===== src/rtl/cache_refill_if.sv =====
// Bundle of the miss, memory-read, return-beat, data-array and tag-array signals
// exchanged between a cache line refill engine and its surroundings.
interface cache_refill_if #(
    parameter int ADDR_W   = 32,
    parameter int INDEX_W  = 8,
    parameter int OFFSET_W = 4,
    parameter int DATA_W   = 32
);
    localparam int TAG_W = ADDR_W - INDEX_W - OFFSET_W;

    logic                miss_req_i;
    logic [ADDR_W-1:0]   miss_addr_i;
    logic                busy_o;
    logic                rd_req_o;
    logic [ADDR_W-1:0]   rd_addr_o;
    logic                rd_rdy_i;
    logic                ret_valid_i;
    logic                ret_last_i;
    logic [DATA_W-1:0]   ret_data_i;
    logic [INDEX_W-1:0]  index_o;
    logic [OFFSET_W-1:0] offset_o;
    logic [3:0]          wr_en_o;
    logic [DATA_W-1:0]   wr_data_o;
    logic                tag_wr_o;
    logic [TAG_W-1:0]    tag_o;
    logic                crit_valid_o;
    logic [DATA_W-1:0]   crit_data_o;
    logic                done_o;
    logic                err_o;

    modport slave (
        input  miss_req_i, miss_addr_i, rd_rdy_i, ret_valid_i, ret_last_i, ret_data_i,
        output busy_o, rd_req_o, rd_addr_o, index_o, offset_o, wr_en_o, wr_data_o,
               tag_wr_o, tag_o, crit_valid_o, crit_data_o, done_o, err_o
    );

    modport master (
        output miss_req_i, miss_addr_i, rd_rdy_i, ret_valid_i, ret_last_i, ret_data_i,
        input  busy_o, rd_req_o, rd_addr_o, index_o, offset_o, wr_en_o, wr_data_o,
               tag_wr_o, tag_o, crit_valid_o, crit_data_o, done_o, err_o
    );
endinterface


===== src/rtl/cache_refill.sv =====
// Cache line refill engine: issues one line read per miss, writes the four
// returned beats into the data array, forwards the critical word and updates the tag.
module cache_refill #(
    parameter int ADDR_W   = 32,
    parameter int INDEX_W  = 8,
    parameter int OFFSET_W = 4,
    parameter int DATA_W   = 32
) (
    input  logic          clk,
    input  logic          rst,
    cache_refill_if.slave bus
);
    localparam int TAG_W = ADDR_W - INDEX_W - OFFSET_W;

    typedef enum logic [1:0] {
        ST_IDLE = 2'd0,
        ST_REQ  = 2'd1,
        ST_RECV = 2'd2,
        ST_DONE = 2'd3
    } state_t;

    state_t              r_state;
    logic [ADDR_W-1:0]   r_addr;
    logic [1:0]          r_cnt;
    logic                r_busy;
    logic                r_rd_req;
    logic [ADDR_W-1:0]   r_rd_addr;
    logic                r_tag_wr;
    logic                r_done;
    logic                r_err;

    logic                w_beat;
    logic                w_cnt_last;
    logic [INDEX_W-1:0]  w_index;
    logic [TAG_W-1:0]    w_tag;
    logic [1:0]          w_crit_sel;
    logic [OFFSET_W-1:0] w_offset;

    assign w_beat     = (r_state == ST_RECV) && bus.ret_valid_i;
    assign w_cnt_last = (r_cnt == 2'd3);
    assign w_index    = r_addr[INDEX_W+OFFSET_W-1:OFFSET_W];
    assign w_tag      = r_addr[ADDR_W-1:INDEX_W+OFFSET_W];
    assign w_crit_sel = r_addr[3:2];
    assign w_offset   = OFFSET_W'({r_cnt, 2'b00});

    // Refill sequencer; control outputs are registered alongside the state.
    always_ff @(posedge clk or posedge rst) begin
        if (rst) begin
            r_state   <= ST_IDLE;
            r_addr    <= '0;
            r_cnt     <= 2'd0;
            r_busy    <= 1'b0;
            r_rd_req  <= 1'b0;
            r_rd_addr <= '0;
            r_tag_wr  <= 1'b0;
            r_done    <= 1'b0;
            r_err     <= 1'b0;
        end else begin
            case (r_state)
                ST_IDLE: begin
                    if (bus.miss_req_i) begin
                        r_state   <= ST_REQ;
                        r_addr    <= bus.miss_addr_i;
                        r_busy    <= 1'b1;
                        r_rd_req  <= 1'b1;
                        r_rd_addr <= {bus.miss_addr_i[ADDR_W-1:OFFSET_W], {OFFSET_W{1'b0}}};
                    end
                end
                ST_REQ: begin
                    if (bus.rd_rdy_i) begin
                        r_state   <= ST_RECV;
                        r_cnt     <= 2'd0;
                        r_rd_req  <= 1'b0;
                        r_rd_addr <= '0;
                    end
                end
                ST_RECV: begin
                    if (bus.ret_valid_i) begin
                        r_cnt <= r_cnt + 2'd1;
                        // A fourth beat ends the line even without last; last on an earlier beat is short.
                        if (bus.ret_last_i || w_cnt_last) begin
                            r_state  <= ST_DONE;
                            r_tag_wr <= 1'b1;
                            r_done   <= 1'b1;
                            if (bus.ret_last_i != w_cnt_last) begin
                                r_err <= 1'b1;
                            end
                        end
                    end
                end
                ST_DONE: begin
                    r_state  <= ST_IDLE;
                    r_cnt    <= 2'd0;
                    r_busy   <= 1'b0;
                    r_tag_wr <= 1'b0;
                    r_done   <= 1'b0;
                end
                default: begin
                    r_state   <= ST_IDLE;
                    r_cnt     <= 2'd0;
                    r_busy    <= 1'b0;
                    r_rd_req  <= 1'b0;
                    r_rd_addr <= '0;
                    r_tag_wr  <= 1'b0;
                    r_done    <= 1'b0;
                end
            endcase
        end
    end

    // Data-array write port and critical-word forward follow the return beat in the same cycle.
    always_comb begin
        bus.wr_en_o      = 4'b0000;
        bus.wr_data_o    = '0;
        bus.offset_o     = '0;
        bus.index_o      = '0;
        bus.crit_valid_o = 1'b0;
        bus.crit_data_o  = '0;
        if (w_beat) begin
            bus.wr_en_o   = 4'b1111;
            bus.wr_data_o = bus.ret_data_i;
            bus.offset_o  = w_offset;
            bus.index_o   = w_index;
            if (r_cnt == w_crit_sel) begin
                bus.crit_valid_o = 1'b1;
                bus.crit_data_o  = bus.ret_data_i;
            end else begin
                bus.crit_valid_o = 1'b0;
                bus.crit_data_o  = '0;
            end
        end else if (r_state == ST_DONE) begin
            bus.index_o = w_index;
        end else begin
            bus.index_o = '0;
        end
    end

    // Tag value is only presented while the tag write strobe is up.
    always_comb begin
        bus.tag_o = '0;
        if (r_tag_wr) begin
            bus.tag_o = w_tag;
        end else begin
            bus.tag_o = '0;
        end
    end

    assign bus.busy_o    = r_busy;
    assign bus.rd_req_o  = r_rd_req;
    assign bus.rd_addr_o = r_rd_addr;
    assign bus.tag_wr_o  = r_tag_wr;
    assign bus.done_o    = r_done;
    assign bus.err_o     = r_err;
endmodule

===== src/flat_wrapper.sv =====
// flat-port wrapper written by rule: the top's interface ports become plain ports
module cache_refill_flat 
#(
    parameter int ADDR_W   = 32,
    parameter int INDEX_W  = 8,
    parameter int OFFSET_W = 4,
    parameter int DATA_W   = 32
)
  (clk, rst, bus_miss_req_i, bus_miss_addr_i, bus_rd_rdy_i, bus_ret_valid_i, bus_ret_last_i, bus_ret_data_i, bus_busy_o, bus_rd_req_o, bus_rd_addr_o, bus_index_o, bus_offset_o, bus_wr_en_o, bus_wr_data_o, bus_tag_wr_o, bus_tag_o, bus_crit_valid_o, bus_crit_data_o, bus_done_o, bus_err_o);
  cache_refill_if #(.ADDR_W(ADDR_W), .INDEX_W(INDEX_W), .OFFSET_W(OFFSET_W), .DATA_W(DATA_W)) bus_i ();
  input  logic clk;
  input  logic rst;
  input wire logic [$bits(bus_i.miss_req_i)-1:0] bus_miss_req_i;
  input wire logic [$bits(bus_i.miss_addr_i)-1:0] bus_miss_addr_i;
  input wire logic [$bits(bus_i.rd_rdy_i)-1:0] bus_rd_rdy_i;
  input wire logic [$bits(bus_i.ret_valid_i)-1:0] bus_ret_valid_i;
  input wire logic [$bits(bus_i.ret_last_i)-1:0] bus_ret_last_i;
  input wire logic [$bits(bus_i.ret_data_i)-1:0] bus_ret_data_i;
  output wire logic [$bits(bus_i.busy_o)-1:0] bus_busy_o;
  output wire logic [$bits(bus_i.rd_req_o)-1:0] bus_rd_req_o;
  output wire logic [$bits(bus_i.rd_addr_o)-1:0] bus_rd_addr_o;
  output wire logic [$bits(bus_i.index_o)-1:0] bus_index_o;
  output wire logic [$bits(bus_i.offset_o)-1:0] bus_offset_o;
  output wire logic [$bits(bus_i.wr_en_o)-1:0] bus_wr_en_o;
  output wire logic [$bits(bus_i.wr_data_o)-1:0] bus_wr_data_o;
  output wire logic [$bits(bus_i.tag_wr_o)-1:0] bus_tag_wr_o;
  output wire logic [$bits(bus_i.tag_o)-1:0] bus_tag_o;
  output wire logic [$bits(bus_i.crit_valid_o)-1:0] bus_crit_valid_o;
  output wire logic [$bits(bus_i.crit_data_o)-1:0] bus_crit_data_o;
  output wire logic [$bits(bus_i.done_o)-1:0] bus_done_o;
  output wire logic [$bits(bus_i.err_o)-1:0] bus_err_o;
  assign bus_i.miss_req_i = bus_miss_req_i;
  assign bus_i.miss_addr_i = bus_miss_addr_i;
  assign bus_i.rd_rdy_i = bus_rd_rdy_i;
  assign bus_i.ret_valid_i = bus_ret_valid_i;
  assign bus_i.ret_last_i = bus_ret_last_i;
  assign bus_i.ret_data_i = bus_ret_data_i;
  assign bus_busy_o = bus_i.busy_o;
  assign bus_rd_req_o = bus_i.rd_req_o;
  assign bus_rd_addr_o = bus_i.rd_addr_o;
  assign bus_index_o = bus_i.index_o;
  assign bus_offset_o = bus_i.offset_o;
  assign bus_wr_en_o = bus_i.wr_en_o;
  assign bus_wr_data_o = bus_i.wr_data_o;
  assign bus_tag_wr_o = bus_i.tag_wr_o;
  assign bus_tag_o = bus_i.tag_o;
  assign bus_crit_valid_o = bus_i.crit_valid_o;
  assign bus_crit_data_o = bus_i.crit_data_o;
  assign bus_done_o = bus_i.done_o;
  assign bus_err_o = bus_i.err_o;
  cache_refill #(.ADDR_W(ADDR_W), .INDEX_W(INDEX_W), .OFFSET_W(OFFSET_W), .DATA_W(DATA_W)) u_core (.clk(clk), .rst(rst), .bus(bus_i));
endmodule

===== config.mk =====
export PLATFORM = sky130hd
export DESIGN_NAME = cache_refill_flat
export DESIGN_NICKNAME = d
export VERILOG_FILES = /design/src/rtl/cache_refill_if.sv /design/src/rtl/cache_refill.sv /design/src/flat_wrapper.sv
export SDC_FILE = /design/constraint.sdc
export NUM_CORES = 1
export LEC_CHECK = 0
export ABC_AREA = 1
export CAP_MARGIN = 20
export CORE_MARGIN = 1.5
export CORE_UTILIZATION = 57
export DETAILED_ROUTE_END_ITERATION = 10
export DONT_BUFFER_PORTS = 1
export GPL_ROUTABILITY_DRIVEN = 1
export PLACE_DENSITY = 0.75
export SYNTH_ARGS = -nofsm -noshare
export SYNTH_HDL_FRONTEND = slang
export SYNTH_SLANG_ARGS = --single-unit

===== constraint.sdc =====
create_clock -name clk -period 2 [get_ports clk]
set_input_delay 0.3 -clock clk [delete_from_list [all_inputs] [get_ports clk]]
set_output_delay 0.3 -clock clk [all_outputs]
set_load 0.05 [all_outputs]

After elaboration in Yosys (flattened, before gate mapping). Index checks and enable logic that the tools add are counted. Widths: inputs -> output; s select.

Logic and storage cells: 61. Bits of input ports: 70. Register bits after elaboration: 72.

Mux-type cells: 28. Eq/ne operators: 10. Add/subtract/negate cells: 1. Reduce and logical (&&, ||, !) cells: 14.

Operators with widths (number): $mux 32 (5); $pmux 32 s2 (1); $mux 20 (1); $mux 8 (2); $mux 2 (6); $reduce_and 3->1 (3); $mux 4 (2); $ne 2x2->1 const B (4); $pmux 2 s4 (1); $reduce_and 4->1 (2); $eq 2x2->1 const B (3); $mux 1 (6); $pmux 1 s2 (3); $pmux 2 s3 (1); $reduce_bool 2->1 (3); $reduce_and 2->1 (2); $reduce_bool 3->1 (1); $add 2x1->2 const B (1); $eq 2x1->1 const B (1); $eq 2x2->1 (1); $logic_not 2->1 (1); $logic_and 1x1->1 (1); $logic_or 1x1->1 (1); $ne 1x1->1 (1).

Longest topological paths before layout. Gate-level depths: netlist of run 1.

Depth in word-level cells: 5. Gate-level depth with buffers: 9. Mapped depth without buffers: 8.

Least setup slack after synthesis of run 1. No wires, ideal clock.

Kind: register -> output. Start point: register u_core.r_state[0]. End point: output port bus_crit_data_o[0]. Required time: 1.700 ns. Path slack: -0.366 ns. Stages on the path, launching flop included: 7. Buffers on the path: 0. Data arrival time: 2.066 ns. Path through: dfrtp_1 > inv_1 > ha_1 > nand2_4 > inv_4 > nand3_4 > nor3_1.

Word-level cells in the longest chain between the ends: 3.

Ends and longest elaborated chain: from (decl) (line cache_refill.sv:22) `state_t r_state;`; from (signal assigned) (line cache_refill.sv:49) `r_state <= ST_IDLE;`; from (signal assigned) (line cache_refill.sv:62) `r_state <= ST_REQ;`; from (signal assigned) (line cache_refill.sv:71) `r_state <= ST_RECV;`; $eq 2x2->1 (line cache_refill.sv:39) `assign w_beat = (r_state == ST_RECV) && bus.ret_valid_i;`; $logic_and 1x1->1 (line cache_refill.sv:39); net u_core.w_beat (line cache_refill.sv:32) `logic w_beat;`; $mux 32 (line cache_refill.sv:119) `if (w_beat) begin`; to (decl) (line flat_wrapper.sv:29) `output wire logic [$bits(bus_i.crit_data_o)-1:0] bus_crit_data_o;`.

The timed path passes the listed nets, and every way through them passes these cells.

Worst setup path in the final report of run 1.
Start point: register u_core.r_state[0]. End point: output port bus_crit_data_o[9].

Word-level cells in the longest chain between the ends: 3.

Ends and longest elaborated chain (line): $eq 2x2->1 (cache_refill.sv:39); $logic_and 1x1->1 (cache_refill.sv:39); $mux 32 (cache_refill.sv:119).

Every way passes these cells.

==> results.sh, run 1 <==
export IMPL_status="finished with violations"
export IMPL_violations="setup timing"
export IMPL_grt_overflow_total=0
export IMPL_relSlewSlack_pct=62.61
export IMPL_synth_area_leader_cell="dfrtp_1"
export IMPL_cts_path_max_buffers=2
export IMPL_setup_worst_path_end_class="primary output"
export IMPL_hp_start="bus_miss_addr_i[17]"
export IMPL_crit_path_max_fanout=11
export IMPL_cts_buffers=9
export IMPL_layout_nets=639
export IMPL_ys_warn_count=0
export IMPL_grt_usage_pct=29.82
export IMPL_viasPerCell=5.156
export IMPL_min_path_type="input pin to register"
export IMPL_antenna_found_initial=0
export IMPL_synth_top_cell_area_share_pct=44.06
export IMPL_p_leak_nw=2.735
export IMPL_syn_inst=489
export IMPL_regToRegStartpoint="u_core.r_state[0]$_DFFE_PP0P_"
export IMPL_gp_congestion=0.8556
export IMPL_crit_type="register to primary output"
export IMPL_required_ns=1.70
export IMPL_drt_wl_total_mm=10.14
export IMPL_boundaryPins=208
export IMPL_finalInstanceArea_um2=4940
export IMPL_root_buffer="clkbuf_8"
export IMPL_die_area_um2=7072
export IMPL_ir_drop_mv=1.431
export IMPL_grt_start_max_net_pins=59
export IMPL_die_w_um=84.10
export IMPL_drtAntennaViolNets=0
export IMPL_power_density_nw_per_um2=1871
export IMPL_fmax_mhz=478.8
export IMPL_die_y_um=84.10
export IMPL_clock_sinks=66
export IMPL_pre_cts_slack_ns=0.04236
export IMPL_vias=3315
export IMPL_yosysUniqueCellTypes=27
export IMPL_ff2ff_setup_slack_ns=0.41
export IMPL_rsz0062_at_grt="true"
export IMPL_setup_tns_ns=-2.196
export IMPL_ys_ff_latch=66
export IMPL_whs_ns=0.06613
export IMPL_syn2layout_area_growth_pct=31.78
export IMPL_min_path_cells=2
export IMPL_placementRows=29
export IMPL_antenna_cells=0
export IMPL_rr_endpoint="u_core.bus.rd_addr_o[7]$_DFFE_PP0P_"
export IMPL_drtIter0Drc=117
export IMPL_drv_cap=0
export IMPL_portBuffers=0
export IMPL_syn_area_um2=3749
export IMPL_cts_tree="done"
export IMPL_finalSetupViolations=43
export IMPL_clk_pin_slew_worst_paths_ns=0.08
export IMPL_ff2ff_path_depth=8
export IMPL_wl_per_cell_um=15.76
export IMPL_finClkSkew_ns=0.004147
export IMPL_tightestPinTransition_ns=0.5655
export IMPL_post_route_period_util_pct=104.4
export IMPL_hold_viol_final=0
export IMPL_core_um2=6350
export IMPL_synthTopCellsByArea="dfrtp_1 (44%), nand2_1 (16%), nor3_2 (7.7%)"
export IMPL_placed_area_um2=4521
export IMPL_dp_hpwl_mm=7.032
export IMPL_numPlacedInstances=623
export IMPL_yosysSeqAreaShare_pct=44.06
export IMPL_insertion_delay_ns=0.34
export IMPL_grt_pass1_vias=3277
export IMPL_stdcell_count=643
export IMPL_min_period_ns=2.089
export IMPL_dr_pass1_iters=4
export IMPL_cp_arrival_ns=1.79
export IMPL_start_kind="register"
export IMPL_final_setup_worst_slack_ns=-0.08858
export IMPL_layout_drive_gt1_share_pct=28.98
export IMPL_htree_num_levels=3
export IMPL_grt_pass1_wl_mm=16.48
export IMPL_start_util_pct=59.03
export IMPL_report_final_slew_viol_count=0
export IMPL_drcViolationCount=0
export IMPL_syn_area_per_cell_um2=7.666
export IMPL_hold_path_endpoint="u_core.r_addr[17]$_DFFE_PP0P_"
cells by family (layout without fill, tap and decap cells):
kind of cell	count (synthesis)	count (layout)	share of synthesized area, %
AO/OA/AOI/OAI	47	47	6.442
flip-flops	66	66	44.06
AND/OR/NAND/NOR	253	253	31.78
other	1	6	0.1000
adder cells (fa/ha/maj)	8	8	2.670
buffers and inverters	114	186	14.95
power by group:
part | switching, mW | total, mW | leakage, nW | internal [mW]
registers | 1.44 | 3.39 | 0.823 | 1.95
clock network | 0.527 | 1.14 | 0.103 | 0.612
logic | 3.42 | 4.72 | 1.81 | 1.30
total | 5.39 | 9.24 | 2.73 | 3.85
cells in the mapped netlist:
cell,number
a21o_1,1
a21oi_1,1
buf_12,2
buf_2,8
buf_4,15
buf_6,4
clkbuf_1,7
clkbuf_2,1
conb_1,1
dfrtp_1,66
ha_1,8
inv_1,75
inv_2,1
inv_4,1
nand2_1,159
nand2_2,10
nand2_4,1
nand3_1,1
nand3_2,1
nand3_4,1
nor2_1,47
nor3_1,3
nor3_2,29
o21ai_0,24
o21ai_1,20
o21ai_2,1
or2_2,1
cell type report:
cell class / instances / area, µm²
Multi-Input combinational cell: 314 / 1789
Sequential cell: 66 / 1653
Fill cell: 434 / 1410
Timing Repair Buffer: 93 / 907.1
Inverter: 77 / 291.5
Clock buffer: 10 / 137.6
Tap cell: 77 / 96.34
Clock inverter: 6 / 65.06
through the flow:
step | power, mW | util (%)
after floorplan | 7.087 | -
after global placement | 7.778 | 71.19
after detailed placement | 7.923 | 71.19
after CTS | 9.256 | 77.69
after global routing | 9.808 | 77.79
final | 9.242 | 77.79
timing repair:
action / in CTS / in global routing
buffers inserted: 2 / 0
pin swaps: 0 / 0
gates cloned: 1 / 0
setup endpoints to repair: 79 / 75
hold buffers: 1 / 0
resized for setup: 42 / 1
hold endpoints to repair: 22 / 0
layer usage:
metal / wire (µm) / GRT usage [%] / up-vias
li1: - / - / 1597
met2: 5222 / 49.45 / 144
met3: 880 / 10.48 / 10
met1: 3928 / 37.32 / 1564
met5: 0 / 0 / -
met4: 104 / 7.601 / 0
sequential cells by signal (all words and copies together) (netlist names):
register              cells
u_core.r_addr            30
u_core.bus.rd_addr_o     28
u_core.r_cnt              2
u_core.r_state            2
u_core.bus.busy_o         1
u_core.bus.err_o          1
u_core.bus.rd_req_o       1
u_core.bus.tag_wr_o       1
cell usage in the layout, fill, tap and decap left out, types with 2 or more instances in the layout:
cell and n:
ha_1 7, o21ai_0 24, inv_2 3, nor2_2 2
nand2_2 10, buf_12 5, nor3_4 31, clkinv_2 2
buf_6 33, nand2_1 158, buf_4 53, dfrtp_1 65
inv_1 73, conb_1 6, nor2_1 45, nand2_4 2
clkbuf_8 10, o21ai_1 20
worst max-delay path, stage by stage, from the launching register on:
cell and delay (ns):
dfrtp_1 0.40, inv_2 0.09, ha_4 0.15, nand2_4 0.06, inv_4 0.07, nand3_4 0.13, buf_12 0.20, nor3_4 0.16
buf_6 0.19
how the worst max path moves through the flow:
stage                                              from             endpoint  slack, ns  cells after the start
final                     u_core.r_state[0]$_DFFE_PP0P_   bus_crit_data_o[9]      -0.09                      8
after global routing      u_core.r_state[0]$_DFFE_PP0P_  bus_crit_data_o[12]      -0.17                      8
after CTS                 u_core.r_state[0]$_DFFE_PP0P_   bus_crit_data_o[3]      -0.08                      8
after detailed placement  u_core.r_state[0]$_DFFE_PP0P_   bus_crit_data_o[1]       0.04                      8
after global placement    u_core.r_state[0]$_DFFE_PP0P_   bus_crit_data_o[1]       0.10                      8
after floorplan           u_core.r_state[0]$_DFFE_PP0P_   bus_crit_data_o[0]      -0.37                      6
Power figures use the tool's default switching activity.
==> run 2: changes to the inputs <==
--- a/config.mk
+++ b/config.mk
@@ -5,7 +5,6 @@
 export SDC_FILE = /design/constraint.sdc
 export NUM_CORES = 1
 export LEC_CHECK = 0
-export ABC_AREA = 1
 export CAP_MARGIN = 20
 export CORE_MARGIN = 1.5
 export CORE_UTILIZATION = 57
==> results.sh, run 2 <==
export IMPL_finalSetupViolations=19
export IMPL_syn2layout_area_growth_pct=46.21
export IMPL_critPathMaxStageDelay_ns=0.41
export IMPL_wl_per_cell_um=21.93
export IMPL_post_route_period_util_pct=101.7
export IMPL_layout_drive_gt1_share_pct=45.76
export IMPL_syn_area_per_cell_um2=10.19
export IMPL_syn_inst=358
export IMPL_die_y_um=83.02
export IMPL_grt_start_max_net_pins=37
export IMPL_start_util_pct=60.22
export IMPL_numPlacedInstances=494
export IMPL_htree_num_levels=3
export IMPL_drtIter0Drc=180
export IMPL_start_kind="register"
export IMPL_cp_common_cell="buf_6"
export IMPL_fmax_mhz=491.4
export IMPL_stdcell_count=523
export IMPL_gp_congestion=0.8319
export IMPL_hold_viol_final=0
export IMPL_crit_type="register to primary output"
export IMPL_synthTopCellsByArea="dfrtp_1 (45%), mux2_2 (9.9%), and2_1 (8.9%)"
export IMPL_yosysSeqAreaShare_pct=45.25
export IMPL_report_final_slew_viol_count=0
export IMPL_grt_pass1_vias=3240
export IMPL_synth_ff_type="dfrtp_1"
export IMPL_drtAntennaViolNets=0
export IMPL_vias=3056
export IMPL_placed_area_um2=4902
export IMPL_fillers=287
export IMPL_grt_usage_pct=32.48
export IMPL_critical_path_buf_inv_count=4
export IMPL_synth_common_cells="dfrtp_1 (66), and2_1 (52), inv_1 (39)"
export IMPL_synth_area_leader_cell="dfrtp_1"
export IMPL_boundaryPins=208
export IMPL_antenna_cells=0
export IMPL_totalPowerFinal_mw=9.814
export IMPL_finalInstanceArea_um2=5336
export IMPL_portBuffers=0
export IMPL_cts_tree="done"
export IMPL_grt_overflow_total=0
export IMPL_min_path_cells=1
export IMPL_p_leak_nw=2.504
export IMPL_pre_cts_slack_ns=0.001516
export IMPL_final_cell_mix="dfrtp_1 (65), buf_12 (49), buf_4 (37), inv_1 (36), and3_1 (33)"
export IMPL_crit_slowest_cell="dfrtp_1"
export IMPL_clk_pin_slew_worst_paths_ns=0.07
export IMPL_rr_endpoint="u_core.r_addr[9]$_DFFE_PP0P_"
export IMPL_async_reset_ff_share_pct=100.0
export IMPL_cts_path_max_buffers=2
export IMPL_drv_cap=0
export IMPL_die_w_um=83.02
export IMPL_yosysUniqueCellTypes=31
export IMPL_cts_buffers=9
export IMPL_ff2ff_path_depth=8
export IMPL_largest_reg_flops=30
export IMPL_power_density_nw_per_um2=1839
export IMPL_layout_nets=521
export IMPL_core_um2=6061
export IMPL_min_path_type="input pin to register"
export IMPL_multi_input_area_um2=1790
export IMPL_required_ns=1.70
export IMPL_min_period_ns=2.035
export IMPL_cp_arrival_ns=1.73
export IMPL_syn_area_um2=3650
export IMPL_antenna_found_initial=0
export IMPL_violations="setup timing"
export IMPL_final_common_cell="dfrtp_1"
export IMPL_ff2ff_setup_slack_ns=0.04
export IMPL_ir_drop_mv=1.500
export IMPL_regToRegStartpoint="u_core.r_state[0]$_DFFE_PP0P_"
export IMPL_synth_most_common_cell="dfrtp_1"
export IMPL_critPathTopFamily="buffers and inverters"
export IMPL_rsz0062_at_grt="true"
export IMPL_largest_register="u_core.r_addr"
export IMPL_crit_path_max_fanout=6
export IMPL_setup_worst_path_end_class="primary output"
export IMPL_setup_tns_ns=-0.2290
export IMPL_synth_top_cell_area_share_pct=45.25
export IMPL_path_cells="inv_2, ha_4, nand2_4, nor3_4, buf_6, buf_6, and2_4, buf_12"
export IMPL_root_buffer="clkbuf_8"
export IMPL_status="finished with violations"
export IMPL_crit_cells=8
export IMPL_die_area_um2=6892
export IMPL_dp_hpwl_mm=7.968
export IMPL_ys_ff_latch=66
export IMPL_drt_wl_total_mm=11.47
export IMPL_grt_pass1_wl_mm=17.63
export IMPL_placementRows=28
export IMPL_insertion_delay_ns=0.33
export IMPL_relSlewSlack_pct=48.68
export IMPL_drcViolationCount=0
export IMPL_synth_edff_count=0
export IMPL_dr_pass1_iters=5
export IMPL_viasPerCell=5.843
export IMPL_ys_warn_count=0
export IMPL_tightestPinTransition_ns=0.7687
export IMPL_finClkSkew_ns=0.007999
export IMPL_final_setup_worst_slack_ns=-0.03488
export IMPL_clock_sinks=66
export IMPL_hold_path_endpoint="u_core.r_addr[7]$_DFFE_PP0P_"
export IMPL_hp_start="bus_miss_addr_i[7]"
export IMPL_ff_latch_area_um2=1653
==> run 2: cell types whose count changed after synthesis, moves of 29 or more <==
cell     before  now
nor2_1       47    3
nor3_2       29    0
and3_1        0   33
and2_1        0   52
nand2_1     159    2
inv_1        75   39
mux2_2        0   32
==> run 2: worst max-delay path by stage <==
stage	from	to
finish	u_core.r_state[0]$_DFFE_PP0P_	bus_crit_data_o[2]
global route	u_core.r_state[0]$_DFFE_PP0P_	bus_crit_data_o[2]
CTS	u_core.r_state[0]$_DFFE_PP0P_	bus_crit_data_o[2]
detailed placement	u_core.r_state[0]$_DFFE_PP0P_	u_core.r_cnt[0]$_DFFE_PP0P_
global placement	u_core.r_state[0]$_DFFE_PP0P_	bus_crit_data_o[0]
floorplan	u_core.r_state[0]$_DFFE_PP0P_	bus_index_o[0]
==> run 2: stage by stage <==
step / utilization, % / hold WS, ns
after detailed placement: 80.88 / 0.3502
final: 88.05 / 0.1129
after CTS: 86.73 / 0.1027
after floorplan: - / 0.4504
after global placement: 80.88 / 0.3484
after global routing: 88.05 / 0.09061
==> run 2: what timing repair did <==
| item | CTS | global route |
|---|---|---|
| hold buffers | 1 | 0 |
| pin swaps | 7 | 31 |
| cloned | 4 | 1 |
| buffers inserted | 5 | 2 |
| hold endpoints to repair | 22 | 0 |
| gates resized for setup | 51 | 20 |
| endpoints found under the setup margin | 75 | 103 |
==> run 2: area by class of cell <==
cell class / instances / share of cell area [%]
multi-input combinational: 221 / 33.55
sequential: 66 / 30.97
timing repair buffer: 106 / 27.74
inverter: 39 / 2.743
clock buffer: 12 / 2.720
tap: 75 / 1.758
clock inverter: 4 / 0.5158
==> run 2: where the power goes <==
group / switching (mW) / internal [mW] / total [mW]
registers: 1.52 / 1.97 / 3.49
clock network: 0.480 / 0.482 / 0.961
logic: 3.18 / 2.19 / 5.37
total: 5.18 / 4.64 / 9.81
==> run 2: routing by layer <==
| metal | GRT usage, % | share of wire [%] | vias to the layer above |
|---|---|---|---|
| li1 | - | - | 1349 |
| met3 | 10.14 | 8.3 | 14 |
| met4 | 8.939 | 1.2 | 0 |
| met2 | 56.54 | 53 | 158 |
| met1 | 38.85 | 37 | 1535 |
| met5 | 0 | 0 | - |
==> run 2: cells by family after synthesis <==
family	Yosys count	share of synthesized area, %
AND/OR/NAND/NOR	135	25.13
XOR/XNOR	2	0.4800
adder cells (fa/ha/maj)	8	2.743
flip-flops	66	45.25
other	1	0.1027
multiplexers	34	10.42
buffers and inverters	76	9.873
AO/OA/AOI/OAI	36	6.000
